--- config.mk ---
export PLATFORM = sky130hd
export DESIGN_NAME = wb_stage_flat
export DESIGN_NICKNAME = d
export VERILOG_FILES = /design/src/rtl/arm_pkg.sv /design/src/rtl/wb_stage_if.sv /design/src/rtl/wb_load_timer.sv /design/src/rtl/wb_stage.sv /design/src/flat_wrapper.sv
export SDC_FILE = /design/constraint.sdc
export NUM_CORES = 1
export LEC_CHECK = 0
export ABC_CLOCK_PERIOD_IN_PS = 3600
export BUFFER_PORTS_ARGS = -buffer_cell sky130_fd_sc_hd__buf_4
export CORE_AREA = 4 4 93 95
export DETAILED_ROUTE_END_ITERATION = 10
export DIE_AREA = 0 0 97 99
export GPL_ROUTABILITY_DRIVEN = 0
export GPL_TIMING_DRIVEN = 0
export PLACE_DENSITY = 0.84
export SLEW_MARGIN = 20
export SYNTH_ARGS = -nofsm -noshare
export SYNTH_HDL_FRONTEND = slang
export SYNTH_HIERARCHICAL = 1
export SYNTH_SLANG_ARGS = --single-unit
--- constraint.sdc ---
create_clock -name clk -period 3.6 [get_ports clk]
set_input_delay 0.54 -clock clk [delete_from_list [all_inputs] [get_ports clk]]
set_output_delay 0.54 -clock clk [all_outputs]
set_load 0.05 [all_outputs]
--- src/rtl/arm_pkg.sv ---
// rtl/arm_pkg.sv - shared ARM pipeline types and constants
package arm_pkg;

  localparam int DATA_W = 32;
  localparam int REG_W  = 4;

  // r15 is the PC and lives outside the register file.
  localparam logic [REG_W-1:0] REG_PC = 4'd15;

  typedef enum logic {
    IDLE,
    WAIT_LOAD
  } wb_state_t;

endpackage

--- src/rtl/wb_stage_if.sv ---
// rtl/wb_stage_if.sv - MEM-to-WB bus and register-file write port
interface wb_stage_if;
  import arm_pkg::*;

  // MEM stage side
  logic              mem_valid;
  logic              WB_EN_in;
  logic              MEM_R_EN_in;
  logic [DATA_W-1:0] ALU_Res_in;
  logic [REG_W-1:0]  Dest_in;
  logic [DATA_W-1:0] mem_rdata;
  logic              mem_rvalid;
  logic              freeze;

  // register-file write port
  logic              writebackEn;
  logic [REG_W-1:0]  Dest_WB;
  logic [DATA_W-1:0] Result_WB;

  // the write-back stage itself
  modport slave (
    input  mem_valid, WB_EN_in, MEM_R_EN_in, ALU_Res_in, Dest_in,
    input  mem_rdata, mem_rvalid,
    output freeze, writebackEn, Dest_WB, Result_WB
  );

  // pipeline / memory / register file around it
  modport master (
    output mem_valid, WB_EN_in, MEM_R_EN_in, ALU_Res_in, Dest_in,
    output mem_rdata, mem_rvalid,
    input  freeze, writebackEn, Dest_WB, Result_WB
  );

endinterface

--- src/rtl/wb_load_timer.sv ---
// rtl/wb_load_timer.sv - load wait timer with terminal count
module wb_load_timer #(
  parameter int LOAD_TIMEOUT = 64
) (
  input  logic clk,
  input  logic rst,
  input  logic clr,
  input  logic en,
  output logic tc
);

  localparam int W = (LOAD_TIMEOUT > 1) ? $clog2(LOAD_TIMEOUT) : 1;

  logic [W-1:0] count;

  // clear wins over enable so a freshly accepted load always starts at zero
  always_ff @(posedge clk or posedge rst) begin
    if (rst) begin
      count <= '0;
    end else if (clr) begin
      count <= '0;
    end else if (en) begin
      count <= count + W'(1);
    end
  end

  assign tc = (count == W'(LOAD_TIMEOUT - 1));

endmodule

--- src/rtl/wb_stage.sv ---
// rtl/wb_stage.sv - ARM write-back stage with load wait and retire counter
module wb_stage
  import arm_pkg::*;
#(
  parameter int LOAD_TIMEOUT = 64,
  parameter int CNT_W        = 32
) (
  input  logic             clk,
  input  logic             rst,
  wb_stage_if.slave        bus,
  output logic             load_timeout_err,
  output logic [CNT_W-1:0] retire_cnt
);

  wb_state_t         state_q, state_d;
  logic              lat_we;
  logic [REG_W-1:0]  lat_dest;

  logic              timer_clr, timer_en, timeout_hit;
  logic              freeze_c;
  logic              latch_load;
  logic              commit_we;
  logic [REG_W-1:0]  commit_dest;
  logic [DATA_W-1:0] commit_data;
  logic              retire;
  logic              set_err;

  wb_load_timer #(
    .LOAD_TIMEOUT(LOAD_TIMEOUT)
  ) u_timer (
    .clk (clk),
    .rst (rst),
    .clr (timer_clr),
    .en  (timer_en),
    .tc  (timeout_hit)
  );

  // state register
  always_ff @(posedge clk or posedge rst) begin
    if (rst) begin
      state_q <= IDLE;
    end else begin
      state_q <= state_d;
    end
  end

  // next state, commit decision and stall request
  always_comb begin
    state_d     = state_q;
    freeze_c    = 1'b0;
    timer_clr   = 1'b0;
    timer_en    = 1'b0;
    latch_load  = 1'b0;
    commit_we   = 1'b0;
    commit_dest = bus.Dest_in;
    commit_data = bus.ALU_Res_in;
    retire      = 1'b0;
    set_err     = 1'b0;

    case (state_q)
      IDLE: begin
        if (bus.mem_valid) begin
          if (bus.MEM_R_EN_in && !bus.mem_rvalid) begin
            // load data not here yet: hold MEM and remember where it goes
            freeze_c   = 1'b1;
            latch_load = 1'b1;
            timer_clr  = 1'b1;
            state_d    = WAIT_LOAD;
          end else begin
            retire      = 1'b1;
            commit_we   = bus.WB_EN_in && (bus.Dest_in != REG_PC);
            commit_data = bus.MEM_R_EN_in ? bus.mem_rdata : bus.ALU_Res_in;
          end
        end
      end

      WAIT_LOAD: begin
        // MEM inputs are the same frozen load; only the latched copy counts
        timer_en    = 1'b1;
        commit_dest = lat_dest;
        commit_data = bus.mem_rdata;
        if (bus.mem_rvalid) begin
          retire    = 1'b1;
          commit_we = lat_we && (lat_dest != REG_PC);
          state_d   = IDLE;
        end else if (timeout_hit) begin
          // abandon the load; it still retires so MEM can move on
          set_err = 1'b1;
          retire  = 1'b1;
          state_d = IDLE;
        end else begin
          freeze_c = 1'b1;
        end
      end

      default: begin
        state_d = IDLE;
      end
    endcase
  end

  // reset must release the pipeline at once, even while MEM holds a load
  assign bus.freeze = freeze_c && !rst;

  // pending-load capture
  always_ff @(posedge clk or posedge rst) begin
    if (rst) begin
      lat_we   <= 1'b0;
      lat_dest <= '0;
    end else if (latch_load) begin
      lat_we   <= bus.WB_EN_in;
      lat_dest <= bus.Dest_in;
    end
  end

  // register-file write pulse; index and data hold when no write occurs
  always_ff @(posedge clk or posedge rst) begin
    if (rst) begin
      bus.writebackEn <= 1'b0;
      bus.Dest_WB     <= '0;
      bus.Result_WB   <= '0;
    end else begin
      bus.writebackEn <= commit_we;
      if (commit_we) begin
        bus.Dest_WB   <= commit_dest;
        bus.Result_WB <= commit_data;
      end
    end
  end

  // retire counter and sticky timeout flag
  always_ff @(posedge clk or posedge rst) begin
    if (rst) begin
      retire_cnt       <= '0;
      load_timeout_err <= 1'b0;
    end else begin
      if (retire) begin
        retire_cnt <= retire_cnt + CNT_W'(1);
      end
      if (set_err) begin
        load_timeout_err <= 1'b1;
      end
    end
  end

endmodule
--- src/flat_wrapper.sv ---
// flat-port wrapper written by rule: the top's interface ports become plain ports
module wb_stage_flat import arm_pkg::*;
#(
  parameter int LOAD_TIMEOUT = 64,
  parameter int CNT_W        = 32
)
  (clk, rst, load_timeout_err, retire_cnt, bus_mem_valid, bus_WB_EN_in, bus_MEM_R_EN_in, bus_ALU_Res_in, bus_Dest_in, bus_mem_rdata, bus_mem_rvalid, bus_freeze, bus_writebackEn, bus_Dest_WB, bus_Result_WB);
  wb_stage_if bus_i ();
  input  logic clk;
  input  logic rst;
  output logic load_timeout_err;
  output logic [CNT_W-1:0] retire_cnt;
  input wire logic [$bits(bus_i.mem_valid)-1:0] bus_mem_valid;
  input wire logic [$bits(bus_i.WB_EN_in)-1:0] bus_WB_EN_in;
  input wire logic [$bits(bus_i.MEM_R_EN_in)-1:0] bus_MEM_R_EN_in;
  input wire logic [$bits(bus_i.ALU_Res_in)-1:0] bus_ALU_Res_in;
  input wire logic [$bits(bus_i.Dest_in)-1:0] bus_Dest_in;
  input wire logic [$bits(bus_i.mem_rdata)-1:0] bus_mem_rdata;
  input wire logic [$bits(bus_i.mem_rvalid)-1:0] bus_mem_rvalid;
  output wire logic [$bits(bus_i.freeze)-1:0] bus_freeze;
  output wire logic [$bits(bus_i.writebackEn)-1:0] bus_writebackEn;
  output wire logic [$bits(bus_i.Dest_WB)-1:0] bus_Dest_WB;
  output wire logic [$bits(bus_i.Result_WB)-1:0] bus_Result_WB;
  assign bus_i.mem_valid = bus_mem_valid;
  assign bus_i.WB_EN_in = bus_WB_EN_in;
  assign bus_i.MEM_R_EN_in = bus_MEM_R_EN_in;
  assign bus_i.ALU_Res_in = bus_ALU_Res_in;
  assign bus_i.Dest_in = bus_Dest_in;
  assign bus_i.mem_rdata = bus_mem_rdata;
  assign bus_i.mem_rvalid = bus_mem_rvalid;
  assign bus_freeze = bus_i.freeze;
  assign bus_writebackEn = bus_i.writebackEn;
  assign bus_Dest_WB = bus_i.Dest_WB;
  assign bus_Result_WB = bus_i.Result_WB;
  wb_stage #(.LOAD_TIMEOUT(LOAD_TIMEOUT), .CNT_W(CNT_W)) u_core (.clk(clk), .rst(rst), .bus(bus_i), .load_timeout_err(load_timeout_err), .retire_cnt(retire_cnt));
endmodule
==> results.json <==
{
  "ys.flop_type": "dfrtp_1",
  "r2r_start": "u_core/u_timer/count[0]$_DFFE_PP0P_",
  "postRouteAntennaNets": 0,
  "hold_viol_final": 0,
  "root_buffer": "clkbuf_8",
  "num_antenna_cells": 0,
  "first_global_vias": 3327,
  "clock_sinks": 82,
  "die_area_sq_mm": 0.00960,
  "startpoint": "u_core/u_timer/count[0]$_DFFE_PP0P_",
  "synthAdderAreaFrac_pct": 0.672,
  "layout_common_cells": "buf_4 (144), dfrtp_1 (82), nand2_1 (50)",
  "grt_pass1_wl_microns": 16400,
  "synth_mux_area_share_pct": 11.8,
  "clk_pin_slew_ns": 0.09,
  "num-nets-final": 581,
  "critPathMaxFanout": 3,
  "required_ns": 3.06,
  "core-area_sq_mm": 0.00773,
  "drtIter0Drc": 76,
  "end_kind": "output pin",
  "tritoncts": "built",
  "antenna_found_initial": 0,
  "path_class": "reg -> out",
  "ios": 145,
  "routed_wl_microns": 9830,
  "powerDensity_mw_per_mm2": 618,
  "synth_edf_count": 0,
  "synth-seq-cells": 82,
  "status": "completed",
  "r2r-end": "u_core/retire_cnt[31]$_DFFE_PP0P_",
  "slew_headroom_pct": 44.8,
  "critPathTopFamily": "simple AND/OR/NAND/NOR gates",
  "cts_hold_buf": 0,
  "drive_gt1_share_pct": 34.9,
  "synth-xor-area-share_pct": 8.23,
  "synth-seq-area-share_pct": 55.1,
  "async_reset_ff_share_pct": 100,
  "vias": 3246,
  "yosys.area_share.simple_pct": 15.7,
  "start_util_pct": 48.2,
  "cts_made_buffers": 9,
  "syn-cell-area_sq_mm": 0.00373,
  "slowest_delay_ns": 0.48,
  "stdcell_count": 612,
  "fmax_ghz": 0.372,
  "grt_overflow": 0,
  "clock_skew_ns": 0.0127,
  "critPathCapture": "bus_freeze",
  "cp-start-kind": "flip-flop",
  "cap_violations": 0,
  "routedWlPerCell_microns": 16.1,
  "post-route-util_pct": 66.9,
  "arrival_ns": 2.15,
  "dpl.cell_count": 596,
  "max_slew.worst_pin.slew_ns": 0.824,
  "place_hpwl_microns": 7510,
  "period_minus_slack_ns": 2.69,
  "crit_chain": "ha_1 > nand3_1 > nor2_1 > or3b_2 > o21ai_0 > and2_1 > buf_4",
  "areaGrowthSynthToFinish_pct": 38.7,
  "cp.depth": 7,
  "finalSetupViolations": 0,
  "r2r_slack_ns": 1.22,
  "hold_path_class": "in -> async",
  "syn-num-nets": 425,
  "timing.final.max_slew_violations": 0,
  "h-tree-depth": 3,
  "grtUsageTotal_pct": 20.8,
  "post_cts_buffers": 0,
  "ir_drop_v": 0.000235,
  "syn-instance-count": 349,
  "drc_errors": 0,
  "reg2reg_depth": 8,
  "drtPass1Iterations": 4,
  "via_per_inst": 5.30,
  "cts_resized": 0,
  "slowest_stage": "or3b_2",
  "p_leak_nw": 2.73,
  "synth_compound_area_share_pct": 6.51,
  "clockBufferDepth": 2,
  "die_x_microns": 97,
  "grt_max_degree": 41,
  "synth_top_family_by_area": "simple AND/OR/NAND/NOR gates",
  "rsz0062_at_grt": "false",
  "layout_commonest_cell": "buf_4",
  "syn-mean-instance-area_sq_um": 10.7,
  "yosysWarnings": 6,
  "num_rows": 32,
  "io_buffers": 144,
  "dieHeight_microns": 99,
  "synth_cell_type_count": 31,
  "path_buf_inv": 1,
  "worstSkewPairLatency_ns": 0.34,
  "period_share_pct": 74.7
}
## per-layer routing
metal / share of wire [%] / routed length [microns] / up-vias / track usage [%]
met5: 0 / 0 / - / 0
met4: 0.92 / 90 / 0 / 5.62
met3: 7.6 / 749 / 11 / 5.73
met2: 49 / 4840 / 142 / 34.6
met1: 42 / 4150 / 1572 / 27.0
li1: - / - / 1521 / -
## final cells by class
cell class,count,area [sq um]
buffer,13,55.1
clock buffer,10,138
clock inverter,6,72.6
fill,603,2560
inverter,6,25.0
multi-input combinational,248,1600
sequential,82,2050
tap,102,128
timing repair buffer,145,1100
## kinds of logic (layout without fill, tap and decap cells)
kind of cell | count (synthesis) | count (layout)
adders and majority gates | 2 | 2
muxes | 43 | 43
AOI/OAI and AO/OA | 46 | 46
DFF | 82 | 82
buffers and inverters | 19 | 180
and+or+nand+nor | 122 | 122
xor gates and xnor gates | 35 | 35
## synthesized netlist by cell type, types with 7 or more instances
cell type  count  area share, %
dfrtp_1       82             55
nand2_1       50            5.0
o21ai_0       39            5.2
mux2i_1       37            9.9
xor2_1        22            5.2
nand3_1       20            2.7
nor2_1        19            1.9
xnor2_1       13            3.1
nor3_1        12            1.6
clkbuf_1       8           0.81
nand4_1        7            1.2
## worst min-delay path by stage
stage          depth (start not counted)  slack, ns                                   to
3_3_place_gp                           1       0.46  u_core/load_timeout_err$_DFFE_PP0P_
4_1_cts                                2       0.12  u_core/u_timer/count[5]$_DFFE_PP0P_
5_1_grt                                2       0.13  u_core/u_timer/count[5]$_DFFE_PP0P_
2_1_floorplan                          1       0.33  u_core/u_timer/count[0]$_DFFE_PP0P_
3_5_place_dp                           1       0.46  u_core/load_timeout_err$_DFFE_PP0P_
6_report                               2       0.13  u_core/u_timer/count[5]$_DFFE_PP0P_
## power breakdown
part | switching (mW) | internal [mW]
Clock | 0.341 | 0.348
Combinational | 0.852 | 0.396
Sequential | 0.149 | 1.11
## per-stage QoR
step / total power, mW / instance area, sq um / hold WS [ns] / setup TNS, ns / worst slack [ns]
2_1_floorplan: 2.08 / 3730 / 0.331 / 0 / 0.324
3_3_place_gp: 2.49 / 4930 / 0.457 / -0.289 / -0.289
3_5_place_dp: 2.53 / 4960 / 0.461 / 0 / 1.19
4_1_cts: 3.22 / 5170 / 0.124 / 0 / 0.888
5_1_grt: 3.37 / 5170 / 0.131 / 0 / 0.770
6_report: 3.19 / 5170 / 0.128 / 0 / 0.912
## flip-flops by register name, summed over array words and instances, names as in the netlist
| register | cells |
|---|---|
| u_core/bus.Dest_WB | 4 |
| u_core/bus.writebackEn | 1 |
| u_core/state_q | 1 |
| u_core/retire_cnt | 32 |
| u_core/load_timeout_err | 1 |
| u_core/lat_dest | 4 |
| u_core/bus.Result_WB | 32 |
| u_core/lat_we | 1 |
| u_core/u_timer/count | 6 |
(Power assumes the default switching activity.)
